===== src/rtl/demux_1_to_4_router_pkg.sv =====
// Shared definitions for the 1-to-4 stream router: channel count, select width
// and the routing FSM state type.
package demux_1_to_4_router_pkg;

    localparam int NUM_CH = 4;
    localparam int SEL_W  = 2;

    typedef enum logic {
        IDLE  = 1'b0,
        ROUTE = 1'b1
    } state_e;

    function automatic logic [NUM_CH-1:0] sel_onehot(input logic [SEL_W-1:0] sel);
        return NUM_CH'(1) << sel;
    endfunction

endpackage


===== src/rtl/demux_1_to_4_router_stream_reg_slice.sv =====
// Single-entry valid/ready register slice. Accepts a new word in the same cycle
// the held word leaves, so a streaming consumer sees no bubbles.
module stream_reg_slice #(
    parameter int W = 9
) (
    input  logic         i_Clk,
    input  logic         i_Rst_L,
    input  logic         i_Valid,
    input  logic [W-1:0] i_Data,
    output logic         o_Ready,
    output logic         o_Valid,
    output logic [W-1:0] o_Data,
    input  logic         i_Ready
);

    logic         full_q, full_d;
    logic [W-1:0] data_q, data_d;

    assign o_Ready = !full_q || i_Ready;
    assign o_Valid = full_q;
    assign o_Data  = data_q;

    // NOTE: every always_comb output gets its hold value first, so no path infers a latch.
    always_comb begin
        full_d = full_q;
        data_d = data_q;
        if (i_Valid && o_Ready) begin
            full_d = 1'b1;
            data_d = i_Data;
        end else if (i_Ready) begin
            full_d = 1'b0;
        end
    end

    // NOTE: state registers use non-blocking assignments so all flops update together.
    always_ff @(posedge i_Clk or negedge i_Rst_L) begin
        if (!i_Rst_L) begin
            full_q <= 1'b0;
            data_q <= '0;
        end else begin
            full_q <= full_d;
            data_q <= data_d;
        end
    end

endmodule


===== src/rtl/demux_1_to_4_router.sv =====
// Registered 1-to-4 packet demultiplexer: the channel is picked on a packet's first
// beat and held until its last beat; completed packets are counted per channel.
module demux_1_to_4_router
    import demux_1_to_4_router_pkg::*;
#(
    parameter int WIDTH     = 8,
    parameter int CNT_WIDTH = 8
) (
    input  logic                        i_Clk,
    input  logic                        i_Rst_L,
    input  logic                        i_Valid,
    input  logic [WIDTH-1:0]            i_Data,
    input  logic                        i_Last,
    input  logic [SEL_W-1:0]            i_Sel,
    output logic                        o_Ready,
    output logic [NUM_CH-1:0]           o_Valid,
    output logic [WIDTH-1:0]            o_Data,
    output logic                        o_Last,
    input  logic [NUM_CH-1:0]           i_Ready,
    output logic                        o_Busy,
    output logic [NUM_CH*CNT_WIDTH-1:0] o_Pkt_Count
);

    state_e                                state_q, state_d;
    logic [SEL_W-1:0]                      sel_q, sel_d;
    logic [NUM_CH-1:0][CNT_WIDTH-1:0]      cnt_q, cnt_d;

    logic in_acc;
    logic out_valid;
    logic out_ready;

    // sel_q always names the channel of the beat held in the slice: it only changes
    // when a first beat is loaded, which is the same edge the old beat leaves.
    assign out_ready = i_Ready[sel_q];
    assign in_acc    = i_Valid && o_Ready;

    stream_reg_slice #(
        .W (WIDTH + 1)
    ) u_out_slice (
        .i_Clk   (i_Clk),
        .i_Rst_L (i_Rst_L),
        .i_Valid (i_Valid),
        .i_Data  ({i_Last, i_Data}),
        .o_Ready (o_Ready),
        .o_Valid (out_valid),
        .o_Data  ({o_Last, o_Data}),
        .i_Ready (out_ready)
    );

    assign o_Valid     = out_valid ? sel_onehot(sel_q) : '0;
    assign o_Busy      = (state_q == ROUTE);
    assign o_Pkt_Count = cnt_q;

    always_comb begin
        state_d = state_q;
        sel_d   = sel_q;
        cnt_d   = cnt_q;
        if (in_acc) begin
            if (state_q == IDLE) begin
                sel_d = i_Sel;
            end
            state_d = i_Last ? IDLE : ROUTE;
        end
        if (out_valid && out_ready && o_Last) begin
            cnt_d[sel_q] = cnt_q[sel_q] + CNT_WIDTH'(1);
        end
    end

    always_ff @(posedge i_Clk or negedge i_Rst_L) begin
        if (!i_Rst_L) begin
            state_q <= IDLE;
            sel_q   <= '0;
            cnt_q   <= '0;
        end else begin
            state_q <= state_d;
            sel_q   <= sel_d;
            cnt_q   <= cnt_d;
        end
    end

endmodule


===== config.mk =====
export PLATFORM = sky130hd
export DESIGN_NAME = demux_1_to_4_router
export DESIGN_NICKNAME = d
export VERILOG_FILES = /design/src/rtl/demux_1_to_4_router_pkg.sv /design/src/rtl/demux_1_to_4_router_stream_reg_slice.sv /design/src/rtl/demux_1_to_4_router.sv
export SDC_FILE = /design/constraint.sdc
export NUM_CORES = 1
export LEC_CHECK = 0
export ABC_CLOCK_PERIOD_IN_PS = 2150
export CAP_MARGIN = 10
export CORE_MARGIN = 2
export CORE_UTILIZATION = 62
export CTS_CLUSTER_SIZE = 24
export DETAILED_ROUTE_END_ITERATION = 12
export DONT_BUFFER_PORTS = 1
export PLACE_DENSITY = 0.76
export SKIP_CTS_REPAIR_TIMING = 1
export SYNTH_ARGS = -nofsm -noshare
export SYNTH_HDL_FRONTEND = slang
export SYNTH_HIERARCHICAL = 1
export SYNTH_SLANG_ARGS = --single-unit

===== constraint.sdc =====
create_clock -name i_Clk -period 2.15 [get_ports i_Clk]
set_input_delay 0.43 -clock i_Clk [delete_from_list [all_inputs] [get_ports i_Clk]]
set_output_delay 0.43 -clock i_Clk [all_outputs]
set_load 0.01 [all_outputs]

==> results.yml, run 1 <==
status:
  status: "finished clean"
yosys:
  synth-edff-count: 0
  post_synthesis_area_per_instance_um2: 12.9
  synth_seq_cells: 45
  synth_fp_nets: 184
  synth_warnings: 6
  netlist_instances: 165
  synth_largest_type_area_fraction_pct: 53.0
  synth.lib_cells_used.distinct: 32
  synth.yosys.seq_area_share_pct: 53.0
  synth.area.top_cells: "sky130_fd_sc_hd__dfrtp_1 (53%), sky130_fd_sc_hd__mux2_4 (6.4%), sky130_fd_sc_hd__mux4_1 (6.2%)"
  synth.largest_area_cell: "sky130_fd_sc_hd__dfrtp_1"
  syn-cell-area_um2: 2120
  async_flop_share_pct: 100
  synth_flop_cell: "sky130_fd_sc_hd__dfrtp_1"
setup_path:
  cp.depth: 3
  r2r_setup_slack_ns: 0.11
  critical_path.max_stage_delay_ns: 0.56
  worst-endpoint-arrival_ns: 1.69
  setup.worst_path.class: "flop to output port"
  critPathTopFamily: "multiplexers"
  crit_path_start_kind: "flop"
  crit_path_cell_trace: "mux4_1, nand2b_4, buf_4"
  critical_path.endpoint_type: "output port"
  regToRegStartpoint: "sel_q[0]"
  worstPathRequired_ns: 1.72
  critical_path_peak_fanout: 4
  crit_buf_inv: 1
  rr_worst_depth: 7
  slowest_stage: "sky130_fd_sc_hd__mux4_1"
  worst_r2r_endpoint: "o_Pkt_Count[14]"
placed_design:
  dpl.cell_count: 212
  place.detailed.hpwl_mm: 3.21
  place.gp.congestion: 0.852
  port_buffers: 0
pwr:
  max_ir_drop_vdd_mv: 0.688
  leakage_nw: 1.02
  power.density_nw_per_um2: 1260
final_layout:
  diodes: 0
  final_layout_size_suffix_gt1_share_pct: 32.6
  nets: 196
  fin_cells: 224
  syn_to_final_growth_pct: 10.1
  fillerInstances: 248
floorplan:
  dieArea_um2: 3910
  pin_count: 65
  fp-row-count: 21
  floorplan.die.width_um: 62.5
  floorplan.initialDensity_pct: 64.2
  floorplan.core_area_um2: 3310
  height_of_the_die_um: 62.5
route:
  drtAntennaViolNets: 0
  average_wire_per_cell_in_the_routed_design_um: 19.3
  detailedRoute.firstIterationViolations: 78
  final_wirelength_mm: 4.33
  detailedRoute.firstPassIterationCount: 4
  routed_via_density: 6.13
  vias: 1373
  post-route-drc-count: 0
timing:
  final-hold-violation-count: 0
  rsz0062_at_grt: "true"
  timing.slew.headroom_pct: 69.4
  post-route-period-util_pct: 98.7
  worst_hold_slack_ns: 0.155
  finalMaxSlewViolations: 0
  max_clock_freq_ghz: 0.471
  setup_violations: 0
  tightest_slew_ns: 0.456
  clock_skew_ns: 0.00524
  layout_min_cycle_time_ns: 2.12
global_routing:
  antenna_found_initial: 0
  grt_util_all_layers_pct: 24.1
  gr-total-overflow: 0
  global_route_wire_length_before_repair_mm: 7.11
  grt_pass1_vias: 1429
  grt_max_degree: 46
hold_path:
  min_delay_worst_endpoint: "o_Busy"
  holdCritStartpoint: "i_Last"
  holdPathStages: 1
  min_path_type: "input port to flop"
clock_tree:
  cts.sinks: 45
  htreeDepth: 2
  clock_tree_from_tritoncts: "built"
  numCtsBuffers: 5
  path_clk_slew_ns: 0.12
  clkLatencyLatePin_ns: 0.36
  cts_root_buf: "sky130_fd_sc_hd__clkbuf_4"
  largest_buffer_count_on_any_clock_path: 2
run:
  number_of_max_cap_violations: 0
-- report_power, final --
group          leakage, nW  internal, mW  total, mW  switching, mW
clock network       0.0445         0.276      0.539          0.263
logic                0.391         0.538       1.04          0.498
registers            0.584          1.06       1.37          0.309
total                 1.02          1.88       2.95           1.07
-- synth_stat cells (2+ instances only) --
cell type                  count
sky130_fd_sc_hd__dfrtp_1      45
sky130_fd_sc_hd__nand2_1      32
sky130_fd_sc_hd__o21ai_0      17
sky130_fd_sc_hd__o21ai_1      11
sky130_fd_sc_hd__mux2_4        9
sky130_fd_sc_hd__mux2_2        6
sky130_fd_sc_hd__mux4_1        5
sky130_fd_sc_hd__clkbuf_1      4
sky130_fd_sc_hd__mux4_2        4
sky130_fd_sc_hd__nand3_1       4
sky130_fd_sc_hd__nor2_1        3
sky130_fd_sc_hd__xnor2_2       3
sky130_fd_sc_hd__nand2_2       2
sky130_fd_sc_hd__xor2_1        2
-- layer usage --
layer  wire length, µm  vias up  global-route usage (%)
li1                  -      608                       -
met1              1640      683                    29.3
met2              2230       76                    38.0
met3               391        6                    10.1
met4                71        0                    10.0
met5                 0        -                       0
-- registers in the layout, summed over array words and instances, names as in the netlist --
| register | flops |
|---|---|
| u_out_slice/o_Valid | 1 |
| u_out_slice/o_Data | 9 |
| sel_q | 2 |
| o_Pkt_Count | 32 |
| o_Busy | 1 |
-- cell type report --
| class | count | area (µm²) | area share [%] |
|---|---|---|---|
| timing repair buffer | 12 | 113 | 4.81 |
| multi-input combinational | 113 | 953 | 40.7 |
| tap | 46 | 57.6 | 2.46 |
| sequential | 45 | 1130 | 48.2 |
| clock buffer | 6 | 51.3 | 2.19 |
| clock inverter | 2 | 37.5 | 1.60 |
-- kinds of logic (layout without fill, tap and decap cells) --
logic type / count (synthesis) / in the layout / synth area share, %
simple gates: 53 / 53 / 13.6
fa+ha+maj: 1 / 1 / 0.589
mux: 24 / 24 / 20.0
xor+xnor: 6 / 6 / 3.53
flops: 45 / 45 / 53.0
buf+inv: 7 / 20 / 2.30
compound gates: 29 / 29 / 7.01
-- worst max-delay path by stage --
stage / start / end / slack [ns]
3_3_place_gp: sel_q[0] / o_Pkt_Count[28] / 0.13
6_report: sel_q[0] / o_Ready / 0.03
3_5_place_dp: sel_q[0] / o_Pkt_Count[23] / 0.05
5_1_grt: sel_q[0] / o_Ready / -0.03
2_1_floorplan: sel_q[0] / sel_q[0] / 0.21
4_1_cts: sel_q[0] / o_Ready / -0.19
-- stage by stage --
| step | util, % | instance area [µm²] | setup TNS, ns | power (mW) | setup slack [ns] |
|---|---|---|---|---|---|
| after CTS | 68.9 | 2280 | -0.191 | 2.88 | -0.191 |
| after global routing | 70.7 | 2340 | -0.0295 | 3.12 | -0.0295 |
| final | 70.7 | 2340 | 0 | 2.95 | 0.0277 |
| after global placement | 66.3 | 2190 | 0 | 2.30 | 0.132 |
| after floorplan | - | 2120 | 0 | 2.13 | 0.207 |
| after detailed placement | 66.3 | 2190 | 0 | 2.34 | 0.0542 |
-- cell usage in the layout (no fill, tap or decap), drive strengths merged --
cell type    netlist  layout
and2               1       1
and2b              1       1
and3               1       1
buf                3      11
bufinv             0       1
clkbuf             4       6
clkinvlp           0       1
dfrtp             45      45
dlygate4sd3        0       1
ha                 1       1
mux2              15      15
mux4               9       9
nand2             35      35
nand2b             2       2
nand3              5       5
nand4              1       1
nand4b             1       1
nor2               3       3
nor2b              1       1
nor3               1       1
o21ai             29      29
or2                1       1
xnor2              4       4
xor2               2       2
No activity file was read; power rests on OpenSTA's default activity.
==> inputs of run 2 (changes only) <==
--- a/config.mk
+++ b/config.mk
@@ -7,13 +7,14 @@
 export LEC_CHECK = 0
 export ABC_CLOCK_PERIOD_IN_PS = 2150
 export CAP_MARGIN = 10
-export CORE_MARGIN = 2
+export CORE_MARGIN = 1
 export CORE_UTILIZATION = 62
 export CTS_CLUSTER_SIZE = 24
 export DETAILED_ROUTE_END_ITERATION = 12
 export DONT_BUFFER_PORTS = 1
 export PLACE_DENSITY = 0.76
 export SKIP_CTS_REPAIR_TIMING = 1
+export SLEW_MARGIN = 20
 export SYNTH_ARGS = -nofsm -noshare
 export SYNTH_HDL_FRONTEND = slang
 export SYNTH_HIERARCHICAL = 1
==> run 2 against run 1 <==
Maximum frequency is 1.7% higher. Combinational power increased by 4%. Register-to-register slack worse by 0.05 ns. Die area decreased by 6.3%. Clock skew grew 0.0038 ns. Highest routed layer unchanged. Sequential cell count unchanged.
==> results.yml, run 2 (synthesis results as in run 1) <==
setup_path:
  timing.critical_path.mode_cell: "sky130_fd_sc_hd__buf_4"
  critical_path.max_stage_delay_ns: 0.51
  crit_path_cell_trace: "buf_4, buf_4, buf_4, mux4_2, nand3_1, xor2_1, o21ai_0"
  crit_path_start_kind: "flop"
  worstPathRequired_ns: 2.39
  worst-endpoint-arrival_ns: 2.32
  critical_path.endpoint_type: "flop"
  critical_path_peak_fanout: 4
  slowest_stage: "sky130_fd_sc_hd__mux4_2"
  setup.worst_path.class: "flop to flop"
timing:
  clock_skew_ns: 0.00905
  finalMaxSlewViolations: 0
  setup_violations: 0
  max_clock_freq_ghz: 0.479
  worst_hold_slack_ns: 0.166
  post-route-period-util_pct: 97.1
  final-hold-violation-count: 0
  tightest_slew_ns: 0.447
  timing.slew.headroom_pct: 70.1
  layout_min_cycle_time_ns: 2.09
  rsz0062_at_grt: "true"
  timing.final.ws_setup_ns: 0.0634
final_layout:
  fillerInstances: 226
  multi_input_comb_area_um2: 953
  mostFrequentLayoutCell: "sky130_fd_sc_hd__dfrtp_1"
  largest_register_ff_count: 32
  diodes: 0
  syn_to_final_growth_pct: 10.2
  final_layout_size_suffix_gt1_share_pct: 32.0
  ff_latch_area_um2: 1130
  post-route-util_pct: 74.2
  fin_cells: 225
  nets: 199
  layout.cells.most_common_list: "sky130_fd_sc_hd__dfrtp_1 (44), sky130_fd_sc_hd__nand2_1 (32), sky130_fd_sc_hd__o21ai_0 (17), sky130_fd_sc_hd__buf_4 (13), sky130_fd_sc_hd__o21ai_1 (11)"
floorplan:
  floorplan.initialDensity_pct: 67.4
  height_of_the_die_um: 60.5
  pin_count: 65
  floorplan.die.width_um: 60.5
  floorplan.core_area_um2: 3150
  fp-row-count: 20
  dieArea_um2: 3660
global_routing:
  grt_util_all_layers_pct: 27.2
  global_route_wire_length_before_repair_mm: 6.89
  gr-total-overflow: 0
  grt_pass1_vias: 1427
  grt_max_degree: 46
  antenna_found_initial: 0
route:
  final_wirelength_mm: 4.50
  average_wire_per_cell_in_the_routed_design_um: 20.0
  detailedRoute.firstPassIterationCount: 4
  detailedRoute.firstIterationViolations: 90
  drtAntennaViolNets: 0
  post-route-drc-count: 0
  vias: 1370
  routed_via_density: 6.09
placed_design:
  place.gp.congestion: 0.782
  port_buffers: 0
  dpl.cell_count: 213
  place.detailed.hpwl_mm: 3.24
  place_ws_ns: 0.109
clock_tree:
  cts.sinks: 45
  largest_buffer_count_on_any_clock_path: 2
  clock_tree_from_tritoncts: "built"
  path_clk_slew_ns: 0.12
  cts_root_buf: "sky130_fd_sc_hd__clkbuf_4"
  htreeDepth: 2
  numCtsBuffers: 5
  clkLatencyLatePin_ns: 0.36
hold_path:
  min_path_type: "input port to flop"
pwr:
  max_ir_drop_vdd_mv: 0.745
  power.density_nw_per_um2: 1250
  intPower_mw: 1.83
  leakage_nw: 1.05
  total_power_mw: 2.93
  p_clk_share_pct: 15.8
  power_frac_seq_pct: 47.2
  power.share.combinational_pct: 37.1
  netSwitchingPower_mw: 1.10
  switching_part_of_the_total_pct: 37.5
run:
  number_of_max_cap_violations: 0
status:
  status: "finished clean"
[run 2: worst paths after layout]
kind                                    endpoint  slack (ns)  cells past startpoint     start
setup / recovery                 o_Pkt_Count[27]        0.06                      7  sel_q[0]
hold / removal                            o_Busy        0.17                      1    i_Last
setup reg to reg                 o_Pkt_Count[27]        0.06                      7  sel_q[0]
hold reg to reg                           o_Busy        0.58                      2    o_Busy
max in group asynchronous               sel_q[0]        1.38                      2   i_Rst_L
min in group asynchronous  u_out_slice/o_Data[2]        0.55                      2   i_Rst_L
[run 2: per-stage QoR]
stage               cell area [µm²]  setup TNS (ns)
global route                   2340       -0.000892
finish                         2340               0
detailed placement             2210               0
global placement               2210               0
floorplan                      2120               0
CTS                            2280         -0.0995
[run 2: cell type report]
type	instances	area share, %
Timing Repair Buffer	15	5.77
Clock inverter	1	0.214
Clock buffer	7	2.78
Tap cell	44	2.35
Sequential cell	45	48.2
Multi-Input combinational cell	113	40.7
[run 2: power by group through the flow]
stage / clock (mW) / combinational [mW] / sequential, mW
2_1_floorplan: 0 / 0.828 / 1.30
3_3_place_gp: 0 / 0.958 / 1.39
3_5_place_dp: 0 / 1.00 / 1.40
4_1_cts: 0.471 / 1.01 / 1.38
5_1_grt: 0.514 / 1.17 / 1.41
6_report: 0.462 / 1.08 / 1.38
[run 2: critical path: cells and delay by family (launching register included)]
kind / cells / cell delay, ns
muxes: 1 / 0.51
DFF: 1 / 0.45
buffers and inverters: 3 / 0.40
xor gates and xnor gates: 1 / 0.31
AOI/OAI and AO/OA: 1 / 0.15
and+or+nand+nor: 1 / 0.13
[run 2: per-layer routing]
| layer | part of all wire (%) | up-vias | global-route usage, % |
|---|---|---|---|
| li1 | - | 615 | - |
| met1 | 40 | 690 | 33.7 |
| met2 | 51 | 58 | 44.1 |
| met3 | 7.6 | 7 | 9.17 |
| met4 | 1.8 | 0 | 11.0 |
| met5 | 0 | - | 0 |
